<file path="config.mk">
export PLATFORM = sky130hd
export DESIGN_NAME = sap_obi_demux_one_to_n
export DESIGN_NICKNAME = d
export VERILOG_FILES = /design/src/rtl/sap_obi_demux_pkg.sv /design/src/rtl/sap_obi_addr_decoder.sv /design/src/rtl/sap_obi_demux_one_to_n.sv
export SDC_FILE = /design/constraint.sdc
export NUM_CORES = 1
export LEC_CHECK = 0
export BUFFER_PORTS_ARGS = -buffer_cell sky130_fd_sc_hd__buf_4
export CORE_AREA = 2 2 123 125
export DETAILED_ROUTE_END_ITERATION = 10
export DIE_AREA = 0 0 125 127
export GPL_ROUTABILITY_DRIVEN = 0
export PLACE_DENSITY = 0.38
export RECOVER_POWER = 50
export SLEW_MARGIN = 20
export SYNTH_ARGS = -nofsm -noshare
export SYNTH_HDL_FRONTEND = slang
export SYNTH_SLANG_ARGS = --single-unit
</file>
<file path="constraint.sdc">
create_clock -name clk_i -period 2.4 [get_ports clk_i]
set_input_delay 0.24 -clock clk_i [delete_from_list [all_inputs] [get_ports clk_i]]
set_output_delay 0.24 -clock clk_i [all_outputs]
set_load 0.01 [all_outputs]
</file>
<file path="src/rtl/sap_obi_demux_pkg.sv">
// Shared types and helpers for the one-to-N OBI demultiplexer.
//   demux_state_e       : FSM states (IDLE, WAIT, ERR)
//   ERR_RDATA           : read data returned for an unmapped address
//   sap_obi_req_t       : default OBI request struct
//   sap_obi_resp_t      : default OBI response struct
//   clog2_min1()        : select-index width, never below one bit
package sap_obi_demux_pkg;

   typedef enum logic [1:0] {
      IDLE,
      WAIT,
      ERR
   } demux_state_e;

   localparam logic [31:0] ERR_RDATA = 32'hBADCAB1E;

   typedef struct packed {
      logic        req;
      logic        we;
      logic [3:0]  be;
      logic [31:0] addr;
      logic [31:0] wdata;
   } sap_obi_req_t;

   typedef struct packed {
      logic        gnt;
      logic        rvalid;
      logic [31:0] rdata;
   } sap_obi_resp_t;

   function automatic int clog2_min1(input int n);
      return (n <= 1) ? 1 : $clog2(n);
   endfunction

endpackage

</file>
<file path="src/rtl/sap_obi_addr_decoder.sv">
// Combinational priority address decoder.
// A slave hits when (addr & mask) == base; the lowest hitting index wins.
// With no hit, miss is raised and target falls back to the last slave,
// which is the default slave when no error responder is built in.
//   addr   : request address
//   target : selected slave index
//   miss   : no slave matched
module sap_obi_addr_decoder #(
   parameter int                         NSLAVE     = 2,
   parameter int                         SEL_W      = 1,
   parameter logic [NSLAVE-1:0][31:0]    SLAVE_BASE = '0,
   parameter logic [NSLAVE-1:0][31:0]    SLAVE_MASK = '0
) (
   input  logic [31:0]      addr,
   output logic [SEL_W-1:0] target,
   output logic             miss
);

   // Scan from the top down so the lowest matching index is the last write.
   always_comb begin
      target = SEL_W'(NSLAVE - 1);
      miss   = 1'b1;
      for (int i = NSLAVE - 1; i >= 0; i--) begin
         if ((addr & SLAVE_MASK[i]) == SLAVE_BASE[i]) begin
            target = SEL_W'(i);
            miss   = 1'b0;
         end
      end
   end

endmodule

</file>
<file path="src/rtl/sap_obi_demux_one_to_n.sv">
// Single-master OBI to N-slave demultiplexer with one transaction in flight.
// Request fields fan out to every slave; only the decoded slave sees req.
// gnt/rvalid/rdata come back combinationally from the selected slave.
//   clk_i         : clock
//   rst_i         : asynchronous active-high reset
//   master_req_i  : request from the master
//   master_resp_o : response to the master
//   slave_req_o   : per-slave requests
//   slave_resp_i  : per-slave responses
// Build option SAP_OBI_DEMUX_ERR_SLAVE_EN: unmapped addresses are granted
// internally and answered with ERR_RDATA one cycle later; otherwise they go
// to slave XBAR_NSLAVE-1.
//
// state | meaning
// IDLE  | nothing outstanding, requests are forwarded
// WAIT  | waiting for rvalid from slave sel_q; forwarding reopens on that rvalid
// ERR   | returning the error response for an unmapped access (option only)
module sap_obi_demux_one_to_n
   import sap_obi_demux_pkg::*;
#(
   parameter type                             obi_req_t   = sap_obi_req_t,
   parameter type                             obi_resp_t  = sap_obi_resp_t,
   parameter int                              XBAR_NSLAVE = 2,
   parameter logic [XBAR_NSLAVE-1:0][31:0]    SLAVE_BASE  = '0,
   parameter logic [XBAR_NSLAVE-1:0][31:0]    SLAVE_MASK  = '0
) (
   input  logic      clk_i,
   input  logic      rst_i,
   input  obi_req_t  master_req_i,
   output obi_resp_t master_resp_o,
   output obi_req_t  slave_req_o  [XBAR_NSLAVE],
   input  obi_resp_t slave_resp_i [XBAR_NSLAVE]
);

   localparam int SEL_W = clog2_min1(XBAR_NSLAVE);

   demux_state_e     state_q, state_d;
   logic [SEL_W-1:0] sel_q, sel_d, target;
   logic             miss, to_err, fwd_en, gnt, rvalid;
   logic [31:0]      rdata;

   sap_obi_addr_decoder #(
      .NSLAVE     (XBAR_NSLAVE),
      .SEL_W      (SEL_W),
      .SLAVE_BASE (SLAVE_BASE),
      .SLAVE_MASK (SLAVE_MASK)
   ) u_dec (
      .addr   (master_req_i.addr),
      .target (target),
      .miss   (miss)
   );

`ifdef SAP_OBI_DEMUX_ERR_SLAVE_EN
   assign to_err = miss;
`else
   logic unused_miss;
   assign unused_miss = miss;
   assign to_err      = 1'b0;
`endif

   always_ff @(posedge clk_i or posedge rst_i) begin
      if (rst_i) begin
         state_q <= IDLE;
         sel_q   <= '0;
      end else begin
         state_q <= state_d;
         sel_q   <= sel_d;
      end
   end

   always_comb begin
      state_d = state_q;
      sel_d   = sel_q;
      fwd_en  = 1'b0;
      rvalid  = 1'b0;
      rdata   = '0;
      gnt     = 1'b0;
      case (state_q)
         IDLE: fwd_en = 1'b1;
         WAIT: begin
            rvalid = slave_resp_i[sel_q].rvalid;
            rdata  = slave_resp_i[sel_q].rdata;
            // The completing cycle may already accept the next request.
            fwd_en = rvalid;
            if (rvalid) state_d = IDLE;
         end
`ifdef SAP_OBI_DEMUX_ERR_SLAVE_EN
         ERR: begin
            rvalid  = 1'b1;
            rdata   = ERR_RDATA;
            state_d = IDLE;
         end
`endif
         default: state_d = IDLE;
      endcase
      // Reset must silence the combinational paths too, not just the flops.
      if (rst_i) begin
         fwd_en = 1'b0;
         rvalid = 1'b0;
         rdata  = '0;
      end
      gnt = fwd_en & (to_err | slave_resp_i[target].gnt);
      if (master_req_i.req && gnt) begin
         sel_d   = target;
         state_d = to_err ? ERR : WAIT;
      end
   end

   always_comb begin
      master_resp_o        = '0;
      master_resp_o.gnt    = gnt;
      master_resp_o.rvalid = rvalid;
      master_resp_o.rdata  = rdata;
   end

   always_comb begin
      for (int i = 0; i < XBAR_NSLAVE; i++) begin
         slave_req_o[i]     = master_req_i;
         slave_req_o[i].req = master_req_i.req & fwd_en & ~to_err &
                              (target == SEL_W'(i));
      end
   end

`ifndef SYNTHESIS
   // While a transaction is pending only the selected slave may answer.
   logic spurious_rvalid;
   always_comb begin
      spurious_rvalid = 1'b0;
      for (int i = 0; i < XBAR_NSLAVE; i++) begin
         if (slave_resp_i[i].rvalid && state_q == WAIT && sel_q != SEL_W'(i))
            spurious_rvalid = 1'b1;
      end
   end

   always @(posedge clk_i) begin
      if (!rst_i) begin
         assert (!spurious_rvalid)
            else $error("rvalid from a non-selected slave was dropped");
      end
   end
`endif

endmodule

</file>
==> results of run 1 <==
-- layout make-up --
type,instances,share of cell area [%]
tap,184,22.09
multi-input combinational,39,24.37
inverter,1,0.3601
sequential,1,2.401
timing repair buffer,71,50.78
-- synth_stat cells --
library cell	number	area share [%]
inv_1	1	0.27
buf_6	3	2.5
buf_4	141	77
dfrtp_1	1	1.8
conb_1	1	0.27
nor2b_4	1	1.0
and2_1	33	15
a31o_2	1	0.64
nor2b_1	1	0.46
nor3b_1	2	1.1
-- stage by stage --
step	hold slack [ps]	power, mW	setup WS (ps)	area [um2]
2_1_floorplan	-22.85	0.2981	1348	1375
3_3_place_gp	128.9	0.1296	929.6	1046
3_5_place_dp	131.2	0.1302	922.3	1046
4_1_cts	131.2	0.1306	918.8	1046
5_1_grt	189.2	0.1369	803.1	1042
6_report	156.2	0.1277	958.9	1042
-- routing by layer --
metal	GRT usage [%]	up-vias
li1	-	268
met5	0	-
met4	1.895	0
met2	3.037	55
met1	2.182	242
met3	1.968	35
-- power by group through the flow --
stage	sequential (mW)	clock, mW	combinational, mW
2_1_floorplan	0.0189	0	0.279
3_3_place_gp	0.0190	0	0.111
3_5_place_dp	0.0190	0	0.111
4_1_cts	0.0190	0	0.112
5_1_grt	0.0191	0	0.118
6_report	0.0190	0	0.109
-- worst max-delay path, stage by stage --
cell      delay, ps
clkbuf_1        130
nor2b_4         480
and2_1          220
buf_4           120
-- worst min path at each step --
stage / startpoint / endpoint / slack (ps)
after floorplan: rst_i / state_q[0]$_DFFE_PP0P_ / -20
after global placement: rst_i / state_q[0]$_DFFE_PP0P_ / 130
after detailed placement: rst_i / state_q[0]$_DFFE_PP0P_ / 130
after CTS: rst_i / state_q[0]$_DFFE_PP0P_ / 130
after global routing: rst_i / state_q[0]$_DFFE_PP0P_ / 190
final: rst_i / state_q[0]$_DFFE_PP0P_ / 160
-- cells by family after synthesis --
family,Yosys count,synth area share (%)
flops,1,1.820
simple gates,37,17.56
compound gates,1,0.6371
buf+inv,145,79.71
other cells,1,0.2727
==> results.sh, run 1 <==
export IMPL_drive_above_1_share_pct=64.29
export IMPL_syn_nets=325
export IMPL_vias=600
export IMPL_largest_reg_flops=1
export IMPL_powerDensity_mw_per_mm2=122.5
export IMPL_p_switching_mw=0.03822
export IMPL_regMostFlops="state_q"
export IMPL_reg_top3="state_q (1)"
export IMPL_worstSetupStartpointType="input pin"
export IMPL_port_buffer_count=71
export IMPL_tns_ps=0
export IMPL_setup_viol=0
export IMPL_syn_inst=185
export IMPL_r2r_end="state_q[0]$_DFFE_PP0P_"
export IMPL_diodes=0
export IMPL_routedLengthMet1_um=696
export IMPL_min_period_ps=1441
export IMPL_outcome="finished clean"
export IMPL_core_mm2=0.01442
export IMPL_met3_length_um=495
export IMPL_clkTransAtPathRegs_ps=0
export IMPL_post_cts_setup_buffers=0
export IMPL_drt_iter0_drc=8
export IMPL_cp_max_fo=33
export IMPL_ioPinCount=314
export IMPL_top_layer_used="met4"
export IMPL_nFillCells=1705
export IMPL_postRouteAntennaNets=0
export IMPL_final_util_pct=7.226
export IMPL_initial_utilization_pct=9.533
export IMPL_crit_start="rst_i"
export IMPL_peakVddDrop_v=0.00008550
export IMPL_dp_cells=296
export IMPL_max_slew_margin_pct=62.67
export IMPL_hold_buffers=0
export IMPL_reg2reg_slack_ps=1570
export IMPL_avgSynthCellArea_um2=7.433
export IMPL_ff_latch_area_um2=25.02
export IMPL_routed_wl_um=2408
export IMPL_tightest_slew_ps=558.7
export IMPL_p_int_mw=0.08947
export IMPL_layout_nets=254
export IMPL_area_growth_pct=-24.20
export IMPL_drtPass1Iterations=2
export IMPL_p_leak_nw=0.4891
export IMPL_hold_class="input pin to async pin"
export IMPL_critPathKind="input pin to primary output"
export IMPL_pwr_share_comb_pct=85.1
export IMPL_grt_setup_unrepaired="false"
export IMPL_dieHeight_um=127
export IMPL_layout_commonest_cell="buf_4"
export IMPL_layout_cells_non_filler=296
export IMPL_postCtsResizedCells=0
export IMPL_worstSetupEndpointType="primary output"
export IMPL_die_w_um=125
export IMPL_grt_pass1_wl_um=3015
export IMPL_syn_area_mm2=0.001375
export IMPL_ys_types=10
export IMPL_grt_pass1_vias=523
export IMPL_p_seq_share_pct=14.9
export IMPL_period_share_pct=60.05
export IMPL_ys_ff_latch=1
export IMPL_finClkSkew_ps=0
export IMPL_hold_viol=0
export IMPL_crit_end="master_resp_o[11]"
export IMPL_r2r_start="state_q[0]$_DFFE_PP0P_"
export IMPL_die_area_mm2=0.01588
export IMPL_fp_row_count=44
export IMPL_met2WireLength_um=1077
export IMPL_slew_viol_final=0
export IMPL_grt_antenna_before_repair=0
export IMPL_insertion_delay_ps=0
export IMPL_p_sw_share_pct=29.93
export IMPL_drc=0
export IMPL_wl_per_cell_um=8.135
export IMPL_required_ps=2160
export IMPL_crit_arrival_ps=1200
export IMPL_rr_worst_depth=2
export IMPL_vias_per_cell=2.027
export IMPL_grt_util_all_layers_pct=2.272
export IMPL_ys_seq_area_share_pct=1.820
export IMPL_clkPwrFrac_pct=0
export IMPL_multi_input_area_um2=254.0
export IMPL_timing_fmax_mhz=693.9
export IMPL_yosys_warnings=0
export IMPL_grt_ovfl_total=0
export IMPL_grt_max_degree=34
export IMPL_mostFrequentLayoutCells="buf_4, and2_1, nor3b_1"
export IMPL_drv_cap=0
No activity file was read; power rests on OpenSTA's default activity.
==> run 2, diff against run 1 <==
- CORE_AREA: 2 2 123 125 -> 2 2 121 123
- DIE_AREA: 0 0 125 127 -> 0 0 123 125
- PLACE_DENSITY: 0.38 -> 0.39
- clock period: 2.4 -> 1.5 ns (I/O delays scaled with it)
==> run 2 against run 1 <==
Worst setup slack worse by 780 ps. Via count increased by 0.67%. First-iteration DRC count rose to 3.1 times the previous value. Cell count unchanged. Critical path depth is 1 lower. Sequential share of layout area about the same. Die area is 3.1% lower. Utilization rose by 0.14 points. Power is 61% higher.
==> results.sh, run 2 (synthesis gave the netlist of run 1 again) <==
export IMPL_setup_viol=0
export IMPL_grt_antenna_before_repair=0
export IMPL_drv_cap=0
export IMPL_cpMaxStageDelayCell="nor2b_4"
export IMPL_max_slew_margin_pct=62.05
export IMPL_multi_input_area_um2=254.0
export IMPL_grt_pass1_wl_um=3077
export IMPL_reg2reg_slack_ps=660
export IMPL_vias_per_cell=2.041
export IMPL_max_stage_delay_ps=510
export IMPL_port_buffer_count=71
export IMPL_min_period_ps=1318
export IMPL_hold_class="input pin to async pin"
export IMPL_grt_setup_unrepaired="true"
export IMPL_worstSetupEndpointType="primary output"
export IMPL_period_share_pct=87.89
export IMPL_grt_max_degree=34
export IMPL_clkPwrFrac_pct=0
export IMPL_core_mm2=0.01420
export IMPL_layout_nets=254
export IMPL_rr_worst_depth=2
export IMPL_p_seq_share_pct=14.8
export IMPL_outcome="finished clean"
export IMPL_postRouteAntennaNets=0
export IMPL_hold_viol=0
export IMPL_ff_latch_area_um2=25.02
export IMPL_crit_arrival_ps=1170
export IMPL_drtPass1Iterations=2
export IMPL_reg_top3="state_q (1)"
export IMPL_nFillCells=1689
export IMPL_p_sw_share_pct=29.93
export IMPL_diodes=0
export IMPL_ioPinCount=314
export IMPL_path_delay_family="simple AND/OR/NAND/NOR gates"
export IMPL_pwr_share_comb_pct=85.2
export IMPL_crit_start="state_q[0]$_DFFE_PP0P_"
export IMPL_p_leak_nw=0.4927
export IMPL_die_area_mm2=0.01538
export IMPL_fp_row_count=44
export IMPL_clkTransAtPathRegs_ps=0
export IMPL_wl_per_cell_um=7.875
export IMPL_worstSetupStartpointType="flop"
export IMPL_tightest_slew_ps=568.1
export IMPL_drc=0
export IMPL_grt_ovfl_total=0
export IMPL_routed_wl_um=2331
export IMPL_timing_fmax_mhz=758.6
export IMPL_drt_iter0_drc=25
export IMPL_grt_util_all_layers_pct=2.411
export IMPL_crit_chain="nor2b_4 -> and2_1 -> buf_4"
export IMPL_mostFrequentLayoutCells="buf_4, and2_1, nor3b_1"
export IMPL_vias=604
export IMPL_finClkSkew_ps=0
export IMPL_peakVddDrop_v=0.0001478
export IMPL_largest_reg_flops=1
export IMPL_critPathKind="flop to primary output"
export IMPL_stdcell_area_mm2=0.001046
export IMPL_cp_buffers_inverters=1
export IMPL_area_growth_pct=-23.93
export IMPL_powerDensity_mw_per_mm2=197.0
export IMPL_regMostFlops="state_q"
export IMPL_drive_above_1_share_pct=65.18
export IMPL_dieHeight_um=125
export IMPL_hold_ws_ps=40.33
export IMPL_layout_cells_non_filler=296
export IMPL_final_util_pct=7.364
export IMPL_dp_cells=296
export IMPL_die_w_um=123
export IMPL_initial_utilization_pct=9.681
export IMPL_p_int_mw=0.1444
export IMPL_p_switching_mw=0.06168
export IMPL_layout_commonest_cell="buf_4"
export IMPL_r2r_start="state_q[0]$_DFFE_PP0P_"
export IMPL_insertion_delay_ps=0
export IMPL_place_area_mm2=0.001046
export IMPL_r2r_end="state_q[0]$_DFFE_PP0P_"
export IMPL_dpl_hpwl_um=1955
export IMPL_slew_viol_final=0
export IMPL_cp_max_fo=33
export IMPL_post_cts_setup_buffers=0
export IMPL_grt_pass1_vias=572
export IMPL_required_ps=1350
## run 2: cell count changes in the layout (fill, tap and decap cells not counted)
cell	previous run	this run
clkbuf_1	1	0
buf_4	70	71
## run 2: power by group through the flow
stage          clock network [mW]  logic (mW)  registers [mW]
2_1_floorplan                   0       0.447          0.0302
3_3_place_gp                    0       0.178          0.0305
3_5_place_dp                    0       0.179          0.0306
4_1_cts                         0       0.179          0.0307
5_1_grt                         0       0.191          0.0308
6_report                        0       0.176          0.0306
## run 2: how the worst max path moves through the flow
stage	to	slack (ps)	cells past startpoint
after CTS	master_resp_o[26]	100	3
after detailed placement	master_resp_o[26]	110	3
after global placement	master_resp_o[6]	130	3
after floorplan	slave_req_o[139]	540	2
after global routing	master_resp_o[21]	-5	3
final	master_resp_o[15]	180	3
## run 2: metal layers
metal  global-route usage [%]  up-vias  routed length (um)
met5                        0        -                   0
met4                    2.206        0                 149
met3                    1.642       31                 425
met2                    2.827       60                 966
met1                    2.809      246                 790
li1                         -      267                   -
## run 2: layout make-up
type | count | share of cell area (%)
sequential | 1 | 2.392
multi-input combinational | 39 | 24.28
timing repair buffer | 71 | 50.96
inverter | 1 | 0.3589
tap | 184 | 22.01
## run 2: through the flow
stage	total power, mW	setup TNS [ps]	worst slack (ps)
final	0.2061	0	181.7
after detailed placement	0.2095	0	105.8
after floorplan	0.4769	0	537.9
after global routing	0.2217	-15.75	-5.384
after CTS	0.2101	0	102.6
after global placement	0.2086	0	128.2
## run 2: what timing repair did
action                                  CTS  global route
gates resized for setup                   0             0
endpoints found under the setup margin    0             5
hold buffers                              0             0
hold endpoints to repair                  0             0
==> run 3, diff against run 2 <==
- ABC_AREA: not set -> 1
- PLACE_DENSITY: 0.39 -> 0.4
==> run 3 against run 2 <==
Cell area up 10%. Critical endpoint is now master_resp_o[29]. Combinational power up 30%. Clock skew unchanged. Critical path depth up 1. Fmax up 24%.
==> results.sh, run 3 <==
export IMPL_outcome="finished clean"
export IMPL_area_growth_pct=-23.95
export IMPL_ys_top_cells_by_area="buf_4, nand2_1, nor2_1, nand2_2, nor2_2"
export IMPL_ys_seq_area_share_pct=1.652
export IMPL_min_period_ps=1066
export IMPL_clkTransAtPathRegs_ps=0
export IMPL_hold_viol=0
export IMPL_place_area_mm2=0.001152
export IMPL_worstSetupStartpointType="flop"
export IMPL_multi_input_area_um2=326.6
export IMPL_grt_pass1_wl_um=3636
export IMPL_largest_reg_flops=1
export IMPL_hold_class="input pin to async pin"
export IMPL_tns_ps=0
export IMPL_crit_start="state_q[0]$_DFFE_PP0P_"
export IMPL_drt_iter0_drc=12
export IMPL_drc=0
export IMPL_crit_chain="buf_4 -> nand2_1 -> nor2_1 -> buf_4"
export IMPL_setup_viol=0
export IMPL_powerDensity_mw_per_mm2=226.1
export IMPL_synth_edff_count=0
export IMPL_r2r_start="state_q[0]$_DFFE_PP0P_"
export IMPL_async_reset_ff_share_pct=100.0
export IMPL_required_ps=1350
export IMPL_routed_wl_um=2924
export IMPL_finClkSkew_ps=0
export IMPL_hold_buffers=0
export IMPL_ys_types=13
export IMPL_post_place_ws_ps=416.0
export IMPL_fin_ws_ps=433.9
export IMPL_synth_top_cell_by_area="buf_4"
export IMPL_syn_area_mm2=0.001515
export IMPL_timing_fmax_mhz=938.0
export IMPL_initial_utilization_pct=10.67
export IMPL_synthFlopType="dfrtp_1"
export IMPL_grt_max_degree=26
export IMPL_dpl_hpwl_um=2386
export IMPL_dieHeight_um=125
export IMPL_diodes=0
export IMPL_insertion_delay_ps=0
export IMPL_layout_nets=294
export IMPL_worstSetupEndpointType="primary output"
export IMPL_routedLengthMet1_um=669
export IMPL_crit_arrival_ps=920
export IMPL_yosys_warnings=0
export IMPL_postRouteAntennaNets=0
export IMPL_wl_per_cell_um=8.702
export IMPL_max_stage_delay_ps=340
export IMPL_period_share_pct=71.08
export IMPL_grt_ovfl_total=0
export IMPL_met3_length_um=717
export IMPL_port_buffer_count=71
export IMPL_die_area_mm2=0.01538
export IMPL_final_util_pct=8.113
export IMPL_hold_ws_ps=149.3
export IMPL_layout_commonest_cell="buf_4"
export IMPL_crit_path_frequent_cell="buf_4"
export IMPL_cp_max_fo=23
export IMPL_die_w_um=123
export IMPL_drive_above_1_share_pct=61.84
export IMPL_ioPinCount=314
export IMPL_synth_commonest_cells="buf_4, nand2_1, nor2_1, nand2_2, nor2_2"
export IMPL_vias_per_cell=2.518
export IMPL_grt_setup_unrepaired="false"
export IMPL_syn_nets=367
export IMPL_reg_top3="state_q (1)"
export IMPL_yosysMostFrequentCell="buf_4"
export IMPL_core_mm2=0.01420
export IMPL_met2WireLength_um=1174
export IMPL_postCtsResizedCells=0
export IMPL_fp_row_count=44
export IMPL_path_delay_family="buffers and inverters"
export IMPL_grt_antenna_before_repair=0
export IMPL_mostFrequentLayoutCells="buf_4, nand2_1, nor2_1"
export IMPL_nFillCells=1688
export IMPL_top_layer_used="met4"
export IMPL_syn_inst=227
export IMPL_peakVddDrop_v=0.00007857
export IMPL_vias=846
export IMPL_post_cts_setup_buffers=0
export IMPL_ys_ff_latch=1
export IMPL_drtPass1Iterations=4
export IMPL_avgSynthCellArea_um2=6.675
export IMPL_ff_latch_area_um2=25.02
export IMPL_cp_buffers_inverters=2
export IMPL_drv_cap=0
export IMPL_grt_util_all_layers_pct=2.842
export IMPL_synth_top_area_share_pct=70.36
export IMPL_p_leak_nw=0.5377
export IMPL_grt_pass1_vias=733
export IMPL_slew_viol_final=0
export IMPL_stdcell_area_mm2=0.001152
export IMPL_cpMaxStageDelayCell="dfrtp_1"
export IMPL_regMostFlops="state_q"
export IMPL_critPathKind="flop to primary output"
[run 3: metal layers]
metal	global-route usage [%]	up-vias
met3	1.734	51
met1	1.709	320
li1	-	378
met2	4.647	97
met5	0	-
met4	4.078	0
[run 3: path summary, 6_finish.rpt]
| path | end | slack, ps | depth (start not counted) |
|---|---|---|---|
| min in group clk_i | slave_req_o[9] | 300 | 0 |
| min | state_q[0]$_DFFE_PP0P_ | 150 | 2 |
| min reg2reg | state_q[0]$_DFFE_PP0P_ | 540 | 2 |
| max in group asynchronous | state_q[0]$_DFFE_PP0P_ | 1230 | 2 |
| max | master_resp_o[29] | 430 | 4 |
| max reg2reg | state_q[0]$_DFFE_PP0P_ | 820 | 3 |
[run 3: layout make-up]
cell class	count	area share, %
Timing Repair Buffer	74	48.21
Multi-Input combinational cell	73	28.34
Tap cell	184	19.98
Sequential cell	1	2.172
Inverter	4	1.303
[run 3: logic make-up (layout without fill, tap and decap cells)]
group                  Yosys count  count (layout)  synth area share (%)
AND/OR/NAND/NOR                 72              72                 21.30
other                            1               1                0.2475
buffers and inverters          153              78                 76.80
flip-flops                       1               1                 1.651
[run 3: power breakdown]
group / internal [mW] / leakage (nW) / switching, mW
Sequential: 0.0297 / 0.0131 / 0.00157
Clock: 0 / 0 / 0
Combinational: 0.122 / 0.525 / 0.108
Total: 0.151 / 0.538 / 0.109
[run 3: stage by stage]
step	power (mW)	cells
floorplan	0.5391	227
global placement	0.2619	336
detailed placement	0.2631	336
CTS	0.2636	336
global route	0.2826	336
finish	0.2606	336
